### config.mk
export PLATFORM = sky130hd
export DESIGN_NAME = muldiv_seq
export DESIGN_NICKNAME = d
export VERILOG_FILES = /design/src/rtl/muldiv_seq_pkg.sv /design/src/rtl/muldiv_seq.sv
export SDC_FILE = /design/constraint.sdc
export NUM_CORES = 1
export LEC_CHECK = 0
export CAP_MARGIN = 20
export CORE_AREA = 2 2 129 94
export DETAILED_ROUTE_END_ITERATION = 12
export DIE_AREA = 0 0 131 96
export HOLD_SLACK_MARGIN = 0.15
export SYNTH_ARGS = -nofsm -noshare
export SYNTH_HDL_FRONTEND = slang
export SYNTH_SLANG_ARGS = --single-unit
### constraint.sdc
create_clock -name clk -period 1.65 [get_ports clk]
set_input_delay 0.33 -clock clk [delete_from_list [all_inputs] [get_ports clk]]
set_output_delay 0.33 -clock clk [all_outputs]
set_load 0.05 [all_outputs]
### src/rtl/muldiv_seq_pkg.sv
// rtl/muldiv_seq_pkg.sv - shared types and constants for the MUL/DIV sequencer
package muldiv_seq_pkg;

    // Sequencer state encoding.
    typedef enum logic [1:0] {
        S_IDLE = 2'd0,
        S_RUN  = 2'd1,
        S_DONE = 2'd2
    } md_state_t;

    // Iteration counter width; wraps back to zero after the last iteration.
    localparam int ITERS_W = 3;

    // Default alu op codes and iteration count used by the cpu.
    localparam logic [3:0] MD_OP_ADD = 4'h0;
    localparam logic [3:0] MD_OP_SUB = 4'h1;
    localparam int         MD_ITERS  = 8;

endpackage

### src/rtl/muldiv_seq.sv
// rtl/muldiv_seq.sv - multi-cycle 8-bit MUL/DIV sequencer driving the shared alu
import muldiv_seq_pkg::*;

module muldiv_seq #(
    parameter logic [3:0] OP_ADD = MD_OP_ADD,
    parameter logic [3:0] OP_SUB = MD_OP_SUB,
    parameter int         ITERS  = MD_ITERS
) (
    input  logic       clk,
    input  logic       reset,
    input  logic       start,
    input  logic       is_div,
    input  logic [7:0] op_a,
    input  logic [7:0] op_b,
    output logic       busy,
    output logic       done,
    output logic [7:0] result_lo,
    output logic [7:0] result_hi,
    output logic       carry_out,
    output logic       div_by_zero,
    output logic [7:0] alu_a,
    output logic [7:0] alu_b,
    output logic [3:0] alu_op,
    input  logic [7:0] alu_c,
    input  logic       alu_cf
);

    localparam logic [ITERS_W-1:0] LAST_ITER = ITERS_W'(ITERS - 1);

    md_state_t          state_q;
    logic [ITERS_W-1:0] cnt_q;
    logic               div_q;
    logic               dz_q;
    // MUL: multiplicand. DIV: divisor. This is the fixed alu operand.
    logic [7:0]         opnd_q;
    // MUL: product high byte. DIV: partial remainder (always fits 8 bits).
    logic [7:0]         hi_q;
    // MUL: multiplier shifting out / product low byte. DIV: dividend shifting out / quotient.
    logic [7:0]         lo_q;

    logic               busy_q;
    logic               done_q;
    logic [7:0]         res_lo_q;
    logic [7:0]         res_hi_q;
    logic               carry_q;
    logic               dz_out_q;

    logic [8:0]         shl_rem;
    logic [7:0]         hi_d;
    logic [7:0]         lo_d;

    assign busy        = busy_q;
    assign done        = done_q;
    assign result_lo   = res_lo_q;
    assign result_hi   = res_hi_q;
    assign carry_out   = carry_q;
    assign div_by_zero = dz_out_q;

    // Remainder shifted left with the next dividend bit; bit 8 means it certainly exceeds the divisor.
    assign shl_rem = {hi_q, lo_q[7]};

    // Alu operand mux; only driven while iterating so the cpu can share the alu otherwise.
    always_comb begin
        alu_a  = 8'h00;
        alu_b  = 8'h00;
        alu_op = OP_ADD;
        if (state_q == S_RUN) begin
            if (div_q) begin
                alu_a  = shl_rem[7:0];
                alu_b  = opnd_q;
                alu_op = OP_SUB;
            end else begin
                alu_a  = opnd_q;
                alu_b  = hi_q;
                alu_op = OP_ADD;
            end
        end
    end

    // One shift-add (MUL) or restoring shift-subtract (DIV) step from the current alu result.
    always_comb begin
        hi_d = hi_q;
        lo_d = lo_q;
        if (div_q) begin
            if (shl_rem[8] || !alu_cf) begin
                hi_d = alu_c;
                lo_d = {lo_q[6:0], 1'b1};
            end else begin
                hi_d = shl_rem[7:0];
                lo_d = {lo_q[6:0], 1'b0};
            end
        end else begin
            if (lo_q[0]) begin
                hi_d = {alu_cf, alu_c[7:1]};
                lo_d = {alu_c[0], lo_q[7:1]};
            end else begin
                hi_d = {1'b0, hi_q[7:1]};
                lo_d = {hi_q[0], lo_q[7:1]};
            end
        end
    end

    // Sequencer FSM with registered status and result outputs.
    always_ff @(posedge clk) begin
        if (reset) begin
            state_q  <= S_IDLE;
            cnt_q    <= '0;
            div_q    <= 1'b0;
            dz_q     <= 1'b0;
            opnd_q   <= 8'h00;
            hi_q     <= 8'h00;
            lo_q     <= 8'h00;
            busy_q   <= 1'b0;
            done_q   <= 1'b0;
            res_lo_q <= 8'h00;
            res_hi_q <= 8'h00;
            carry_q  <= 1'b0;
            dz_out_q <= 1'b0;
        end else begin
            case (state_q)
                S_IDLE: begin
                    done_q <= 1'b0;
                    if (start) begin
                        state_q  <= S_RUN;
                        cnt_q    <= '0;
                        div_q    <= is_div;
                        dz_q     <= is_div && (op_b == 8'h00);
                        opnd_q   <= is_div ? op_b : op_a;
                        lo_q     <= is_div ? op_a : op_b;
                        hi_q     <= 8'h00;
                        busy_q   <= 1'b1;
                        res_lo_q <= 8'h00;
                        res_hi_q <= 8'h00;
                        carry_q  <= 1'b0;
                        dz_out_q <= 1'b0;
                    end
                end
                S_RUN: begin
                    hi_q  <= hi_d;
                    lo_q  <= lo_d;
                    cnt_q <= cnt_q + ITERS_W'(1);
                    if (cnt_q == LAST_ITER) begin
                        state_q  <= S_DONE;
                        done_q   <= 1'b1;
                        res_lo_q <= lo_d;
                        res_hi_q <= hi_d;
                        carry_q  <= (hi_d != 8'h00);
                        dz_out_q <= dz_q;
                    end
                end
                S_DONE: begin
                    state_q <= S_IDLE;
                    done_q  <= 1'b0;
                    busy_q  <= 1'b0;
                end
                default: begin
                    state_q <= S_IDLE;
                    done_q  <= 1'b0;
                    busy_q  <= 1'b0;
                end
            endcase
        end
    end

endmodule
Yosys cells after proc, flatten, opt, wreduce, memory -nomap -nowiden --
Cells that the tools add are included.
Storage, ports and cells: bits in registers 51, input port bits 29, output and inout port bits 40, logic and storage cells 66
Cells by class: add/subtract/negate cells 1, equal/unequal tests 4, muxes and demuxes 34, bitwise gates (word level) 1, reduce and logical (&&, ||, !) cells 13
Operators with widths (count):
- 2-to-1 mux 8 bit | 15
- case mux 8 bit (2 select lines) | 4
- zero test 8 bit | 1
- AND reduction 2 bit | 4
- nonzero test 8 bit | 1
- 2-to-1 mux 1 bit | 7
- case mux 1 bit (2 select lines) | 3
- case mux 3 bit (2 select lines) | 1
- 2-to-1 mux 2 bit | 2
- case mux 2 bit (2 select lines) | 1
- adder 3 x 1 -> 3 bit, second input constant | 1
- equality test 3 bit, second input constant | 1
- 2-to-1 mux 3 bit | 1
- AND reduction 3 bit | 1
- equality test 2 x 1 -> 1 bit, second input constant | 1
- zero test 2 bit | 1
- != test 2 x 1 -> 1 bit, second input constant | 1
- != test 2 bit, second input constant | 1
- nonzero test 2 bit | 1
- OR reduction 2 bit | 1
- logical AND 1 bit | 1
- zero test 1 bit | 1
- logical OR 1 bit | 1
- NOT 1 bit | 1

Depth between registers and ports, before layout --
depth after elaboration 7, mapped depth 8, mapped depth without buffers 7

Worst setup path before layout --
OpenSTA, ideal clock, no wires.
path type register -> output, start reg div_q, end out alu_a[0], arrival 1804 ps, data required time 1320 ps, setup slack -484 ps, stages on the path, launching flop included 5, path buffers 2, path through dfxtp_1 buf_2 buf_1 mux2i_1 nor2_1
Between the ends: word-level cells in the longest chain between the ends 2
Ends and longest elaborated chain:
- start, declared | RTL line muldiv_seq.sv:32 | logic div_q;
- start signal, assigned | RTL line muldiv_seq.sv:126 | div_q <= is_div;
- 2-to-1 mux 8 bit | RTL line muldiv_seq.sv:68 | if (div_q) begin
- 2-to-1 mux 8 bit | RTL line muldiv_seq.sv:67 | if (state_q == S_RUN) begin
- end, declared | RTL line muldiv_seq.sv:21 | output logic [7:0] alu_a,
Every way passes these cells.

Final worst setup path --
start reg div_q, end out alu_b[5]
Between the ends: word-level cells in the longest chain between the ends 2
Ends and longest elaborated chain:
- 2-to-1 mux 8 bit | RTL line muldiv_seq.sv:68
- 2-to-1 mux 8 bit | RTL line muldiv_seq.sv:67
- end, declared | RTL line muldiv_seq.sv:22 | output logic [7:0] alu_b,
Every way passes these cells.

==> impl_metrics.csv <==
group,metric,value,unit
global_route,globalRouteTotalUtil,14.8,%
critical_path,r2r_start,"div_q",
sta,fin_crit,1.75,ns
pwr,p_int,0.00247,W
layout,n_fill_cell,1147,
layout,stdcell_area,4600,um^2
critical_path,slowest_delay,0.40,ns
route,drc_errors,0,
placed_design,place_area,4160,um^2
pwr,clockPowerShare,36.0,%
outcome,outcome,"finished with violations",
worst_hold_path,min_path_cells,2,
worst_hold_path,hold_class,"reg -> reg",
route,vias,2754,
sta,fin_ws,-0.0985,ns
sta,rsz0062_at_grt,"true",
yosys,ys_seq_area_share,36.8,%
pwr,p_per_area,754,nW/um^2
pwr,switching_share,28.8,%
critical_path,cpMostUsedCell,"buf_12",
critical_path,cp.required,1.32,ns
global_route,antenna_found_initial,0,
critical_path,worstReg2RegEnd,"carry_out",
sta,finalSetupViolations,12,
global_route,grt_max_degree,45,
critical_path,r2r_slack,-0.06,ns
route,ant_nets,0,
yosys,yosysUniqueCellTypes,40,
critical_path,crit_path_end_kind,"output pin",
yosys,syn_area,2770,um^2
layout,nets,470,
critical_path,crit_type,"reg -> out",
critical_path,cp_slowest_cell,"dfxtp_4",
layout,drive_above_1_share,35.9,%
pwr,seqPwrFrac,38.8,%
route,vias_per_cell,4.61,
layout,areaGrowthSynthToFinish,65.9,%
yosys,synth-seq-cells,51,
clocking,cts_tree,"yes",
placed_design,dp_hpwl,6880,um
global_route,grt_pass1_wl,14300,um
clocking,clock_path_buffers,2,
outcome,violations,"setup timing",
sta,maxSlewViolCount,0,
route,drt_iter0_drc,152,
route,dr.pass1.iters,4,
critical_path,crit_fanout,7,
clocking,clk_pin_slew,0.07,ns
yosys,synthCells,340,
clocking,clk_latency,0.30,ns
sta,hold_viol,0,
route,wl_per_cell,15.0,um
critical_path,cp-start-kind,"flop",
global_route,gr-total-overflow,0,
critical_path,worstPathArrival,1.42,ns
floorplanning,rows,33,
clocking,cts_sinks,51,
layout,final_common_cell,"buf_4",
layout,layout_common_cells,"67 x buf_4, 50 x nor2_1, 45 x dfxtp_1, 38 x mux2i_1, 29 x a21oi_1",
layout,antennaDiodeCount,0,
placed_design,gp_congestion,0.812,
critical_path,cp_cell_sequence,"buf_12, buf_12, mux2i_4, nor2_4, buf_12",
floorplanning,ios,69,
floorplanning,die_area,12600,um^2
worst_hold_path,worst_hold_startpoint,"result_hi[3]",
worst_hold_path,hold_end,"result_hi[3]",
floorplanning,start_util,24.4,%
sta,holdWs,0.480,ns
pwr,peakVddDrop,0.436,mV
sta,finalCritPeriodShare,106,%
yosys,ys_warn_count,0,
placed_design,numPortBuffers,65,
floorplanning,core_area,11400,um^2
pwr,p_leak,1.78,nW
clocking,root_buffer,"clkbuf_16",
pwr,pwr-share-comb,25.2,%
yosys,postSynthAreaPerCell,8.16,um^2
critical_path,rr_worst_depth,6,
pwr,switchingPower,0.00100,W
route,routed_wl,8960,um
job,maxCapViolCount,0,
clocking,postCtsHoldBufs,0,
clocking,htree_num_levels,2,
floorplanning,fp.dieH,96,um
sta,fmax,0.572,GHz
floorplanning,die_w,131,um
clocking,cts_buffers,5,
global_route,grt_pass1_vias,2672,
sta,totalNegativeSetupSlack,-0.725,ns
sta,finalClockSkew,0.00500,ns
## sequential cells by signal (all words and copies together), names as in the netlist
signal       flops
hi_q             8
lo_q             8
opnd_q           8
result_hi        8
result_lo        8
cnt_q            3
state_q          2
busy             1
carry_out        1
div_by_zero      1
div_q            1
done             1
dz_q             1
## timing repair
item	CTS	global route
hold endpoints to repair	0	0
endpoints found under the setup margin	33	48
cloned	0	1
buffers inserted	5	1
pin swaps	1	0
resized for setup	26	20
## cell families after synthesis
group,after synthesis,synth area share (%)
flip-flops,51,36.8
other,1,0.135
adder cells (fa/ha/maj),2,0.902
buffers and inverters,36,5.82
AND/OR/NAND/NOR,125,20.9
AO/OA/AOI/OAI,74,16.9
multiplexers,51,18.5
## metal layers
layer	global-route usage, %	wire length (um)	vias up
met5	0	0	-
met4	3.28	60	0
met3	3.17	434	7
met2	23.2	3940	56
met1	21.0	4520	1293
li1	-	-	1398
## power by group through the flow
stage	registers, W	logic [W]	clock network, W
after global routing	0.00135	0.000950	0.00134
final	0.00134	0.000876	0.00125
after detailed placement	0.00136	0.000802	0
after CTS	0.00133	0.000844	0.00128
after global placement	0.00136	0.000797	0
after floorplan	0.00135	0.000453	0
## cell usage after synthesis (all sizes together)
library cell | instances | area share, %
a211oi | 15 | 4.1
and3 | 2 | 0.50
conb | 1 | 0.14
or2 | 1 | 0.23
mux2i | 48 | 17
nor2 | 66 | 8.9
nand3b | 1 | 0.27
inv | 4 | 0.54
dfxtp | 51 | 37
a21oi | 30 | 5.4
mux2 | 3 | 1.2
o21ai | 6 | 1.1
and2 | 1 | 0.23
or3b | 1 | 0.32
a22oi | 9 | 2.4
nor4 | 1 | 0.23
nand3 | 9 | 1.6
nor3b | 1 | 0.27
o2bb2ai | 1 | 0.32
nand2b | 5 | 1.1
or4 | 1 | 0.27
and3b | 7 | 2.5
nand2 | 23 | 3.1
o22ai | 3 | 0.68
a21o | 1 | 0.32
a211o | 1 | 0.32
ha | 2 | 0.90
clkbuf | 19 | 2.6
buf | 13 | 2.7
a221o | 1 | 0.36
o211ai | 6 | 1.6
nor2b | 2 | 0.45
nor3 | 2 | 0.36
nand4 | 2 | 0.45
o311ai | 1 | 0.32
## worst max path at each step
stage	start	end	slack (ns)	depth (start not counted)
2_1_floorplan	div_q	alu_a[2]	-0.06	4
3_3_place_gp	alu_cf	carry_out	-0.66	6
3_5_place_dp	alu_cf	carry_out	-0.75	6
4_1_cts	div_q	alu_b[6]	-0.1	5
5_1_grt	div_q	alu_b[5]	-0.14	5
6_report	div_q	alu_b[5]	-0.1	5
## critical path, delay by kind of cell, from the launching register on
family / cells / cell delay, ns
buffers and inverters: 3 / 0.41
flip-flops: 1 / 0.40
multiplexers: 1 / 0.25
AND/OR/NAND/NOR: 1 / 0.05
## area by class of cell
class	instances	area [um^2]	area share, %
clock buffers	6	139	3.02
clock inverters	2	38.8	0.843
inverters	4	15.0	0.326
multi-input cells	255	1870	40.7
flip-flops and latches	51	1030	22.5
well taps	157	196	4.27
repair buffers	122	1310	28.4
## stage by stage
stage / std cells / util [%] / total power [W] / setup WS [ns]
CTS: 595 / 39.4 / 0.00346 / -0.0992
global route: 597 / 40.5 / 0.00364 / -0.144
finish: 597 / 40.5 / 0.00347 / -0.0985
detailed placement: 582 / 36.7 / 0.00216 / -0.746
global placement: 582 / 36.7 / 0.00215 / -0.663
floorplan: 342 / - / 0.00181 / -0.0602
(Power assumes the default switching activity.)
